==> src/rtl/seq111_detector_if.sv <==
// Signal bundle between a bit-stream source and the 1-1-1 sequence detector.
// The source drives the qualified bit and clear; the detector returns its status.
interface seq111_detector_if #(
    parameter int CNT_W = 8
);
    logic             clr;
    logic             in_valid;
    logic             in_bit;
    logic             detect;
    logic [1:0]       state;
    logic [CNT_W-1:0] count;
    logic             sat;

    modport master (
        output clr, in_valid, in_bit,
        input  detect, state, count, sat
    );

    modport slave (
        input  clr, in_valid, in_bit,
        output detect, state, count, sat
    );
endinterface

==> src/rtl/seq111_detector.sv <==
// Detects three consecutive valid '1' bits on a serial stream, pulses detect one
// clock after the third sampling edge and keeps a saturating detection count.
module seq111_detector #(
    parameter int OVERLAP = 1,
    parameter int CNT_W   = 8
) (
    input  logic             clk,
    input  logic             rst_n,
    seq111_detector_if.slave bus
);

    typedef enum logic [1:0] {
        S0 = 2'd0,
        S1 = 2'd1,
        S2 = 2'd2,
        S3 = 2'd3
    } state_t;

    localparam logic [CNT_W-1:0] CNT_MAX = {CNT_W{1'b1}};
    localparam logic [CNT_W-1:0] CNT_ONE = {{(CNT_W-1){1'b0}}, 1'b1};

    state_t           r_state;
    state_t           w_state_nxt;
    logic             r_detect;
    logic             w_detect_nxt;
    logic [CNT_W-1:0] r_count;
    logic [CNT_W-1:0] w_count_nxt;

    function automatic logic [CNT_W-1:0] sat_inc(input logic [CNT_W-1:0] v);
        return (v == CNT_MAX) ? v : v + CNT_ONE;
    endfunction

    always_ff @(posedge clk or negedge rst_n) begin
        if (!rst_n) begin
            r_state  <= S0;
            r_detect <= 1'b0;
            r_count  <= '0;
        end else begin
            r_state  <= w_state_nxt;
            r_detect <= w_detect_nxt;
            r_count  <= w_count_nxt;
        end
    end

    // Invalid cycles leave the run untouched, so gaps never break consecutiveness.
    always_comb begin
        w_state_nxt  = r_state;
        w_detect_nxt = 1'b0;
        w_count_nxt  = r_count;
        if (bus.clr) begin
            w_state_nxt = S0;
            w_count_nxt = '0;
        end else if (bus.in_valid) begin
            if (!bus.in_bit) begin
                w_state_nxt = S0;
            end else begin
                case (r_state)
                    S0: w_state_nxt = S1;
                    S1: w_state_nxt = S2;
                    S2: begin
                        w_state_nxt  = S3;
                        w_detect_nxt = 1'b1;
                    end
                    default: begin
                        if (OVERLAP != 0) begin
                            w_state_nxt  = S3;
                            w_detect_nxt = 1'b1;
                        end else begin
                            w_state_nxt = S1;
                        end
                    end
                endcase
            end
            if (w_detect_nxt) begin
                w_count_nxt = sat_inc(r_count);
            end
        end
    end

    assign bus.detect = r_detect;
    assign bus.state  = r_state;
    assign bus.count  = r_count;
    assign bus.sat    = (r_count == CNT_MAX);

endmodule

==> src/flat_wrapper.sv <==
// flat-port wrapper written by rule: the top's interface ports become plain ports
module seq111_detector_flat 
#(
    parameter int OVERLAP = 1,
    parameter int CNT_W   = 8
)
  (clk, rst_n, bus_clr, bus_in_valid, bus_in_bit, bus_detect, bus_state, bus_count, bus_sat);
  seq111_detector_if #(.CNT_W(CNT_W)) bus_i ();
  input  logic clk;
  input  logic rst_n;
  input wire logic [$bits(bus_i.clr)-1:0] bus_clr;
  input wire logic [$bits(bus_i.in_valid)-1:0] bus_in_valid;
  input wire logic [$bits(bus_i.in_bit)-1:0] bus_in_bit;
  output wire logic [$bits(bus_i.detect)-1:0] bus_detect;
  output wire logic [$bits(bus_i.state)-1:0] bus_state;
  output wire logic [$bits(bus_i.count)-1:0] bus_count;
  output wire logic [$bits(bus_i.sat)-1:0] bus_sat;
  assign bus_i.clr = bus_clr;
  assign bus_i.in_valid = bus_in_valid;
  assign bus_i.in_bit = bus_in_bit;
  assign bus_detect = bus_i.detect;
  assign bus_state = bus_i.state;
  assign bus_count = bus_i.count;
  assign bus_sat = bus_i.sat;
  seq111_detector #(.OVERLAP(OVERLAP), .CNT_W(CNT_W)) u_core (.clk(clk), .rst_n(rst_n), .bus(bus_i));
endmodule
==> config.mk <==
export PLATFORM = sky130hd
export DESIGN_NAME = seq111_detector_flat
export DESIGN_NICKNAME = d
export VERILOG_FILES = /design/src/rtl/seq111_detector_if.sv /design/src/rtl/seq111_detector.sv /design/src/flat_wrapper.sv
export SDC_FILE = /design/constraint.sdc
export NUM_CORES = 1
export LEC_CHECK = 0
export CORE_ASPECT_RATIO = 1.2
export CORE_MARGIN = 2
export CORE_UTILIZATION = 40
export CTS_CLUSTER_SIZE = 40
export DETAILED_ROUTE_END_ITERATION = 6
export PLACE_DENSITY = 0.74
export SYNTH_ARGS = -nofsm -noshare
export SYNTH_HDL_FRONTEND = slang
export SYNTH_SLANG_ARGS = --single-unit
==> constraint.sdc <==
create_clock -name clk -period 1.5 [get_ports clk]
set_input_delay 0.375 -clock clk [delete_from_list [all_inputs] [get_ports clk]]
set_output_delay 0.375 -clock clk [all_outputs]
set_load 0.005 [all_outputs]
======== Word-level counts from Yosys, hierarchy flattened ========
Cells that the tools add are included.
storage, ports and cells
  register bits after elaboration ......... 11
  bits of input ports ..................... 5
  output and inout bits ................... 12
  logic and storage cells ................. 26
operators by class
  add/sub/neg operators ................... 1
  eq/ne operators ......................... 3
  muxes and demuxes ....................... 14
  reductions and logical operators ........ 5
operators by type and width
  cell                 count
  $mux 8               4
  $add 8x1->8 const B  1
  $eq 8x8->1 const B   1
  $mux 1               6
  $mux 2               3
  $pmux 2 s2           1
  $reduce_bool 2->1    2
  $reduce_and 3->1     1
  $eq 2x1->1 const B   1
  $logic_not 2->1      1
  $ne 2x2->1 const B   1
  $reduce_or 2->1      1

======== Longest topological paths before layout ========
Gate-level depths: netlist (run 1).
  depth after elaboration ................. 9
  mapped depth ............................ 5
  gate-level depth less buffers ........... 4

======== Worst setup path after synthesis (run 1) ========
No wires, ideal clock.
  path kind ............................... reg-to-reg
  start point ............................. reg u_core.r_count[0] (netlist: u_core.bus.count[0])
  end point ............................... reg u_core.r_count[6] (netlist: u_core.bus.count[6])
  setup time .............................. 128 ps
  data arrival time ....................... 1543 ps
  required time ........................... 1372 ps
  slack ................................... -171 ps
  cell stages (with the launch flop) ...... 6
  path buffers ............................ 1
  period minus slack after synthesis ...... 1671 ps
  path through ............................ dfrtp_1 -> ha_1 -> and4_1 -> buf_6 -> nor4b_4 -> mux2_1
between the ends
  word-level cells in the longest chain between the ends .. 5
  elaborated cells between the ends (all ways) .. 8
  those cells by class .................... add/sub: 1; eq/ne: 2; mux: 4; reduce/logical: 1
RTL lines
  item                      RTL line               source
  start: declaration        seq111_detector.sv:26  logic [CNT_W-1:0] r_count;
  start signal: assignment  seq111_detector.sv:41  r_count <= w_count_nxt;
  $add 8x1->8               seq111_detector.sv:30  return (v == CNT_MAX) ? v : v + CNT_ONE;
  $mux 8                    seq111_detector.sv:30
  $mux 8                    seq111_detector.sv:74  if (w_detect_nxt) begin
  $mux 8                    seq111_detector.sv:53  end else if (bus.in_valid) begin
  $mux 8                    seq111_detector.sv:50  if (bus.clr) begin
Parallel ways exist; a longest one is shown, timed or not. The select of a mux whose other input is x is not followed.
A chain may end at the register's enable or synchronous reset.

======== Final worst setup path (run 1) ========
  start point ............................. reg u_core.r_count[0] (netlist: u_core.bus.count[0])
  end point ............................... out bus_sat
between the ends
  word-level cells in the longest chain between the ends .. 1
RTL lines
  item              RTL line               source
  $eq 8x8->1        seq111_detector.sv:83  assign bus.sat = (r_count == CNT_MAX);
  end: declaration  flat_wrapper.sv:17     output wire logic [$bits(bus_i.sat)-1:0] bus_sat;
Every way passes these cells.

==> results.py, run 1 <==
metrics = {
    "global_route": {
        "grt_overflow": 0,
        "grt_max_degree": 12,
        "antenna_found_initial": 0,
        "grt_pass1_wl_mm": 3.02,
        "track_usage_pct": 22.2,
        "grt_pass1_vias": 658,
    },
    "floorplanning": {
        "coreArea_um2": 1600,
        "rows": 16,
        "die_area_um2": 2000,
        "die_h_um": 48.6,
        "start_util_pct": 41.3,
        "die_w_um": 41.1,
        "ios": 17,
    },
    "critical_path": {
        "startpoint": "u_core.bus.count[0]",
        "cpMaxStageDelayCell": "dfrtp_1",
        "path_depth": 4,
        "r2r_start": "u_core.bus.count[0]",
        "critical_path.endpoint_type": "primary output",
        "criticalPathCategory": "reg -> out",
        "path_cells": "ha_2, and4_4, and2_4, buf_6",
        "worst-path-max-fanout": 2,
        "max_stage_delay_ns": 0.38,
        "setup.worst_path.end": "bus_sat",
        "start_kind": "flip-flop",
        "crit_arrival_ns": 1.27,
        "critPathTopFamily": "flip-flops",
        "r2r-end": "u_core.bus.count[6]",
        "crit_required_ns": 1.12,
        "path_buf_inv": 1,
        "r2r_cells": 6,
        "rrSetupSlack_ns": -0.12,
    },
    "timing": {
        "period_minus_slack_ns": 1.64,
        "finClkSkew_ns": 0.00349,
        "setup_viol": 3,
        "tightest_slew_ns": 0.225,
        "fin_crit_sh_pct": 110,
        "max_slew_margin_pct": 84.9,
        "worst_slack_ns": -0.143,
        "hold_slack_ns": 0.401,
        "fmax_ghz": 0.609,
        "slew_viol_final": 0,
        "hold_viol_final": 0,
        "rsz0062_at_grt": "yes",
    },
    "logic_synthesis": {
        "synth_flop_cell": "dfrtp_1",
        "yosys.area_share.xor_xnor_pct": 0,
        "synth_top_family_by_area": "simple AND/OR/NAND/NOR gates",
        "syn-mean-instance-area_um2": 10.7,
        "synth-seq-cells": 11,
        "synth_edf_count": 0,
        "ys_seq_area_share_pct": 41.6,
        "synth_compound_gate_area_share_pct": 13.4,
        "synthMuxAreaShare_pct": 9.45,
        "synth-simple-area-share_pct": 30.2,
        "postSynth.asyncResetShare_pct": 100,
        "synth_cell_types": 29,
        "yosys_warnings": 0,
        "syn_nets": 68,
        "synthAdderAreaFrac_pct": 1.89,
        "synth_area_um2": 662,
        "syn_inst": 62,
    },
    "clock_network": {
        "cts.sinks": 11,
        "clk_latency_ns": 0.26,
        "cts_tree": "yes",
        "cts-buffers-inserted": 3,
        "cts-hold-fix-buffers": 0,
        "cts_max_level": 1,
        "clk_pin_slew_ns": 0.08,
        "clock-root-buffer": "clkbuf_4",
        "cts.path.max_buffers": 2,
    },
    "power": {
        "seqPwrFrac_pct": 52.6,
        "power.share.clock_pct": 36.1,
        "combPwrFrac_pct": 11.3,
        "swShare_pct": 24.0,
        "vdd_drop_max_mv": 0.481,
        "power_uw": 571,
        "p_int_uw": 434,
        "p_leak_uw": 0.000538,
        "switching_power_uw": 137,
        "power_density_nw_per_um2": 500,
    },
    "run_status": {
        "violations": "negative setup slack",
        "status": "finished with violations",
    },
    "detailed_routing": {
        "vias": 675,
        "routed_wl_mm": 2.02,
        "dr.pass1.iters": 4,
        "drt_iter0_markers": 17,
        "antenna_left": 0,
        "via_per_inst": 5.44,
        "post_drt_wl_per_cell_um": 16.3,
        "remaining_drc_errors": 0,
    },
    "placed_design": {
        "gp_congestion": 0.772,
        "placed_area_um2": 967,
        "portBuffers": 16,
        "hpwl_mm": 1.26,
    },
    "worst_hold_path": {
        "min_path_type": "in -> async",
    },
    "cells_and_area": {
        "n_fill_cell": 133,
        "n_antenna_cell": 0,
        "drive_gt1_share_pct": 47.2,
        "area_growth_pct": 72.4,
        "design_area_um2": 1140,
        "final_nets": 113,
    },
    "run": {
        "maxCapViolCount": 0,
    },
}
-- layer usage --
metal / up-vias / global-route usage [%] / wire length, µm
li1: 317 / - / -
met1: 343 / 27.4 / 804
met2: 13 / 38.0 / 1160
met3: 2 / 4.13 / 44
met4: 0 / 4.84 / 14
met5: - / 0 / 0
-- how the worst min path moves through the flow --
stage                              startpoint                   to  cells after the start
after global routing                    rst_n  u_core.bus.count[0]                      2
after detailed placement  u_core.bus.count[5]  u_core.bus.count[5]                      2
after CTS                               rst_n  u_core.bus.count[4]                      2
after global placement    u_core.bus.count[5]  u_core.bus.count[5]                      2
final                                   rst_n  u_core.bus.count[4]                      2
after floorplan                         rst_n  u_core.bus.count[0]                      0
-- synth_stat cells, types with 2 or more instances --
master,count,area (µm²)
dfrtp_1,11,275
nor2_1,6,22.5
nor2b_1,5,31.3
a211oi_1,4,30.0
a21oi_1,3,15.0
nand2b_1,3,18.8
nand3_1,3,15.0
and4_1,2,17.5
inv_1,2,7.51
mux2_1,2,22.5
mux2_4,2,30.0
nand4_1,2,12.5
-- worst register-to-register path: cells and delay by family (launching register included) --
family,cells,cell delay [ns]
multiplexers,1,0.32
adder cells (fa/ha/maj),1,0.20
buffers and inverters,2,0.19
flip-flops,1,0.38
AND/OR/NAND/NOR,2,0.43
-- through the flow --
step | utilization [%] | TNS [ns] | setup slack (ns) | instances
2_1_floorplan | - | -0.157 | -0.0786 | 62
3_3_place_gp | 60.4 | -1.99 | -0.345 | 112
3_5_place_dp | 60.4 | -2.35 | -0.395 | 112
4_1_cts | 67.0 | -0.408 | -0.141 | 122
5_1_grt | 71.3 | -0.546 | -0.196 | 124
6_report | 71.3 | -0.288 | -0.143 | 124
-- power groups by stage --
stage / Clock, µW / Combinational [µW] / Sequential (µW)
global placement: 0 / 54.1 / 307
floorplan: 0 / 13.4 / 308
finish: 206 / 64.4 / 300
detailed placement: 0 / 55.8 / 308
CTS: 207 / 61.0 / 300
global route: 222 / 70.6 / 301
-- state kept, by name, summed over array words and instances, names as in the netlist --
| register | cells |
|---|---|
| u_core.bus.detect | 1 |
| u_core.bus.state | 2 |
| u_core.bus.count | 8 |
-- layout make-up --
type                    instances  area (µm²)  share of cell area (%)
multi-input cells              47         445                    39.0
repair buffers                 42         364                    31.9
flip-flops and latches         11         275                    24.1
clock buffers                   4        26.3                    2.30
well taps                      18        22.5                    1.97
inverters                       2        7.51                   0.658
-- placed cells by master (no fill, tap or decap), types with 2 or more instances in the layout --
| cell | n |
|---|---|
| a211oi_2 | 3 |
| a21oi_1 | 2 |
| buf_4 | 21 |
| buf_6 | 6 |
| clkbuf_4 | 3 |
| clkdlybuf4s50_1 | 3 |
| dfrtp_1 | 11 |
| dlygate4sd2_1 | 9 |
| dlymetal6s2s_1 | 2 |
| inv_1 | 2 |
| mux2_4 | 4 |
| nand2b_1 | 3 |
| nand3_1 | 2 |
| nand4_1 | 2 |
| nor2_1 | 6 |
| nor2b_1 | 5 |
| nor4_4 | 2 |
-- cells by family after synthesis --
logic type / after synthesis
compound gates: 12
fa+ha+maj: 1
buf+inv: 4
flops: 11
mux: 5
simple gates: 29
-- repair_timing --
item | CTS | global route
pin swaps | 3 | 5
resized for setup | 23 | 15
setup buffers | 7 | 2
endpoints found under the setup margin | 15 | 10
Note: power is estimated with default switching activity, not from simulation.
==> run 2, diff against run 1 <==
- ABC_AREA: not set -> 1
- CORE_UTILIZATION: 40 -> 25
- PLACE_DENSITY: 0.74 -> 0.52
==> run 2 against run 1 <==
The run still ends with negative setup slack left; highest routed layer unchanged; sequential share of layout area rose by 0.79 points; clock power about the same; combinational power is 1% lower; count of clock-buffer cells in the layout unchanged; die area grew 54%; power increased by 0.56%; final cell count up 35%; synthesized cell count rose by 40%.
==> results.py, run 2 <==
metrics = {
    "global_route": {
        "antenna_found_initial": 0,
        "grt_pass1_wl_mm": 2.99,
        "grt_pass1_vias": 732,
        "grt_overflow": 0,
        "track_usage_pct": 13.5,
        "grt_max_degree": 12,
    },
    "cells_and_area": {
        "final_nets": 142,
        "n_fill_cell": 272,
        "n_antenna_cell": 0,
        "layout_common_cells": "buf_4, nand2_1, dfrtp_1, inv_1, nor2_1",
        "final_common_cell": "buf_4",
        "drive_gt1_share_pct": 36.3,
        "area_growth_pct": 66.6,
        "final_cells": 168,
        "design_area_um2": 1100,
        "largest_reg_flops": 8,
    },
    "logic_synthesis": {
        "synthTopCellsByCount": "nand2_1, dfrtp_1, inv_1, nor2_1, nand3_1",
        "yosys.area_share.xor_xnor_pct": 2.64,
        "synth_cell_types": 20,
        "synthMuxAreaShare_pct": 0,
        "synth_compound_gate_area_share_pct": 7.55,
        "synth_top_family_by_area": "simple AND/OR/NAND/NOR gates",
        "synth-seq-cells": 11,
        "synth_top_area_cell": "dfrtp_1",
        "synth.area.top_cells": "dfrtp_1, nand2_1, nand3_1",
        "yosysMostFrequentCell": "nand2_1",
        "synthAdderAreaFrac_pct": 1.89,
        "synth_edf_count": 0,
        "synth.top_cell.area_share_pct": 41.5,
        "synth-simple-area-share_pct": 38.3,
        "synth_flop_cell": "dfrtp_1",
        "synth_area_um2": 663,
        "syn_inst": 87,
        "syn_nets": 93,
        "postSynth.asyncResetShare_pct": 100,
        "ys_seq_area_share_pct": 41.5,
        "yosys_warnings": 0,
        "syn-mean-instance-area_um2": 7.62,
    },
    "clock_network": {
        "cts-buffers-inserted": 3,
        "cts_tree": "yes",
        "cts-hold-fix-buffers": 0,
        "clk_pin_slew_ns": 0.08,
        "cts_max_level": 1,
        "clock-root-buffer": "clkbuf_4",
        "cts.sinks": 11,
        "clk_latency_ns": 0.27,
        "cts.path.max_buffers": 2,
    },
    "placed_design": {
        "hpwl_mm": 1.30,
        "gp_congestion": 0.830,
        "placed_area_um2": 1000,
        "pre_cts_ws_ns": -0.212,
        "dp.cells": 154,
        "portBuffers": 16,
    },
    "critical_path": {
        "criticalPathCategory": "reg -> out",
        "critical_path.endpoint_type": "primary output",
        "r2r_cells": 10,
        "startpoint": "u_core.bus.count[1]",
        "r2r_start": "u_core.bus.count[1]",
        "crit_arrival_ns": 1.22,
        "worst-path-max-fanout": 2,
        "start_kind": "flip-flop",
        "crit_required_ns": 1.12,
    },
    "timing": {
        "setup_viol": 1,
        "fin_crit_sh_pct": 106,
        "period_minus_slack_ns": 1.59,
        "slew_viol_final": 0,
        "tightest_slew_ns": 0.266,
        "finalSetupTns_ns": -0.0919,
        "worst_slack_ns": -0.0919,
        "rsz0062_at_grt": "yes",
        "fmax_ghz": 0.628,
        "finClkSkew_ns": 0.00314,
        "hold_viol_final": 0,
        "max_slew_margin_pct": 82.3,
    },
    "worst_hold_path": {
        "min_path_type": "in -> async",
    },
    "power": {
        "power_density_nw_per_um2": 520,
        "vdd_drop_max_mv": 0.289,
        "p_leak_uw": 0.000626,
    },
    "run": {
        "maxCapViolCount": 0,
    },
    "floorplanning": {
        "die_w_um": 51.0,
        "coreArea_um2": 2530,
        "die_area_um2": 3080,
        "die_h_um": 60.4,
        "rows": 20,
        "start_util_pct": 26.2,
        "ios": 17,
    },
    "detailed_routing": {
        "via_per_inst": 4.32,
        "routed_wl_mm": 1.84,
        "dr.pass1.iters": 3,
        "vias": 725,
        "remaining_drc_errors": 0,
        "drt_iter0_markers": 6,
        "antenna_left": 0,
        "post_drt_wl_per_cell_um": 11.0,
    },
    "run_status": {
        "violations": "negative setup slack",
        "status": "finished with violations",
    },
}
==> run 2: what timing repair did <==
action                                  4_1_cts  5_1_grt
endpoints found under the setup margin       11        4
resized for setup                            13        8
pin swaps                                     4        4
setup buffers                                 7        3
cloned                                        0        0
==> run 2: kinds of logic (layout without fill, tap and decap cells) <==
logic type / count (synthesis) / count (layout)
AND/OR/NAND/NOR: 52 / 52
AO/OA/AOI/OAI: 8 / 8
buffers and inverters: 13 / 61
adder cells (fa/ha/maj): 1 / 1
flip-flops: 11 / 11
XOR/XNOR: 2 / 2
==> run 2: path summary, 6_finish.rpt <==
path,end,slack [ns]
min in group clk,u_core.bus.state[1],0.55
max in group asynchronous,u_core.bus.count[2],0.95
max,bus_sat,-0.09
max reg2reg,u_core.bus.count[4],0.01
min reg2reg,u_core.bus.state[1],0.55
min,u_core.bus.count[4],0.40
==> run 2: per-stage QoR <==
stage	util, %	hold slack (ns)	total power, µW
3_5_place_dp	39.6	0.551	371
4_1_cts	42.2	0.405	582
5_1_grt	43.7	0.421	606
3_3_place_gp	39.6	0.553	370
6_report	43.7	0.400	574
2_1_floorplan	-	0.0794	331
==> run 2: power by group <==
group | switching (µW) | total (µW) | internal (µW)
sequential | 1.82 | 301 | 300
combinational | 34.7 | 63.7 | 29.0
clock | 106 | 209 | 103
total | 143 | 574 | 432
==> run 2: area by class of cell <==
cell class / instances / area, µm² / share of cell area [%]
clock buffers: 4 / 26.3 / 2.38
repair buffers: 44 / 359 / 32.5
well taps: 33 / 41.3 / 3.74
inverters: 13 / 53.8 / 4.87
flip-flops and latches: 11 / 275 / 24.9
multi-input cells: 63 / 349 / 31.6
==> run 2: worst max-delay path: stages, from the launching register on <==
cell     delay [ns]
dfrtp_1        0.37
ha_2           0.20
nand2_2        0.08
nor2_4         0.12
nand2_4        0.06
inv_2          0.04
buf_2          0.09
==> run 2: routing by layer <==
layer  share of wire (%)  global-route usage (%)  vias up
met2                  52                    25.4       17
met5                   0                       0        -
met4                 3.0                    10.8        0
li1                    -                       -      373
met3                 4.0                    2.22        5
met1                  40                    12.8      330
==> run 3, diff against run 2 <==
- SLEW_MARGIN: not set -> 30
==> results of run 3 <==
No change in the layout: final DEF, timing and power equal those of run 2.
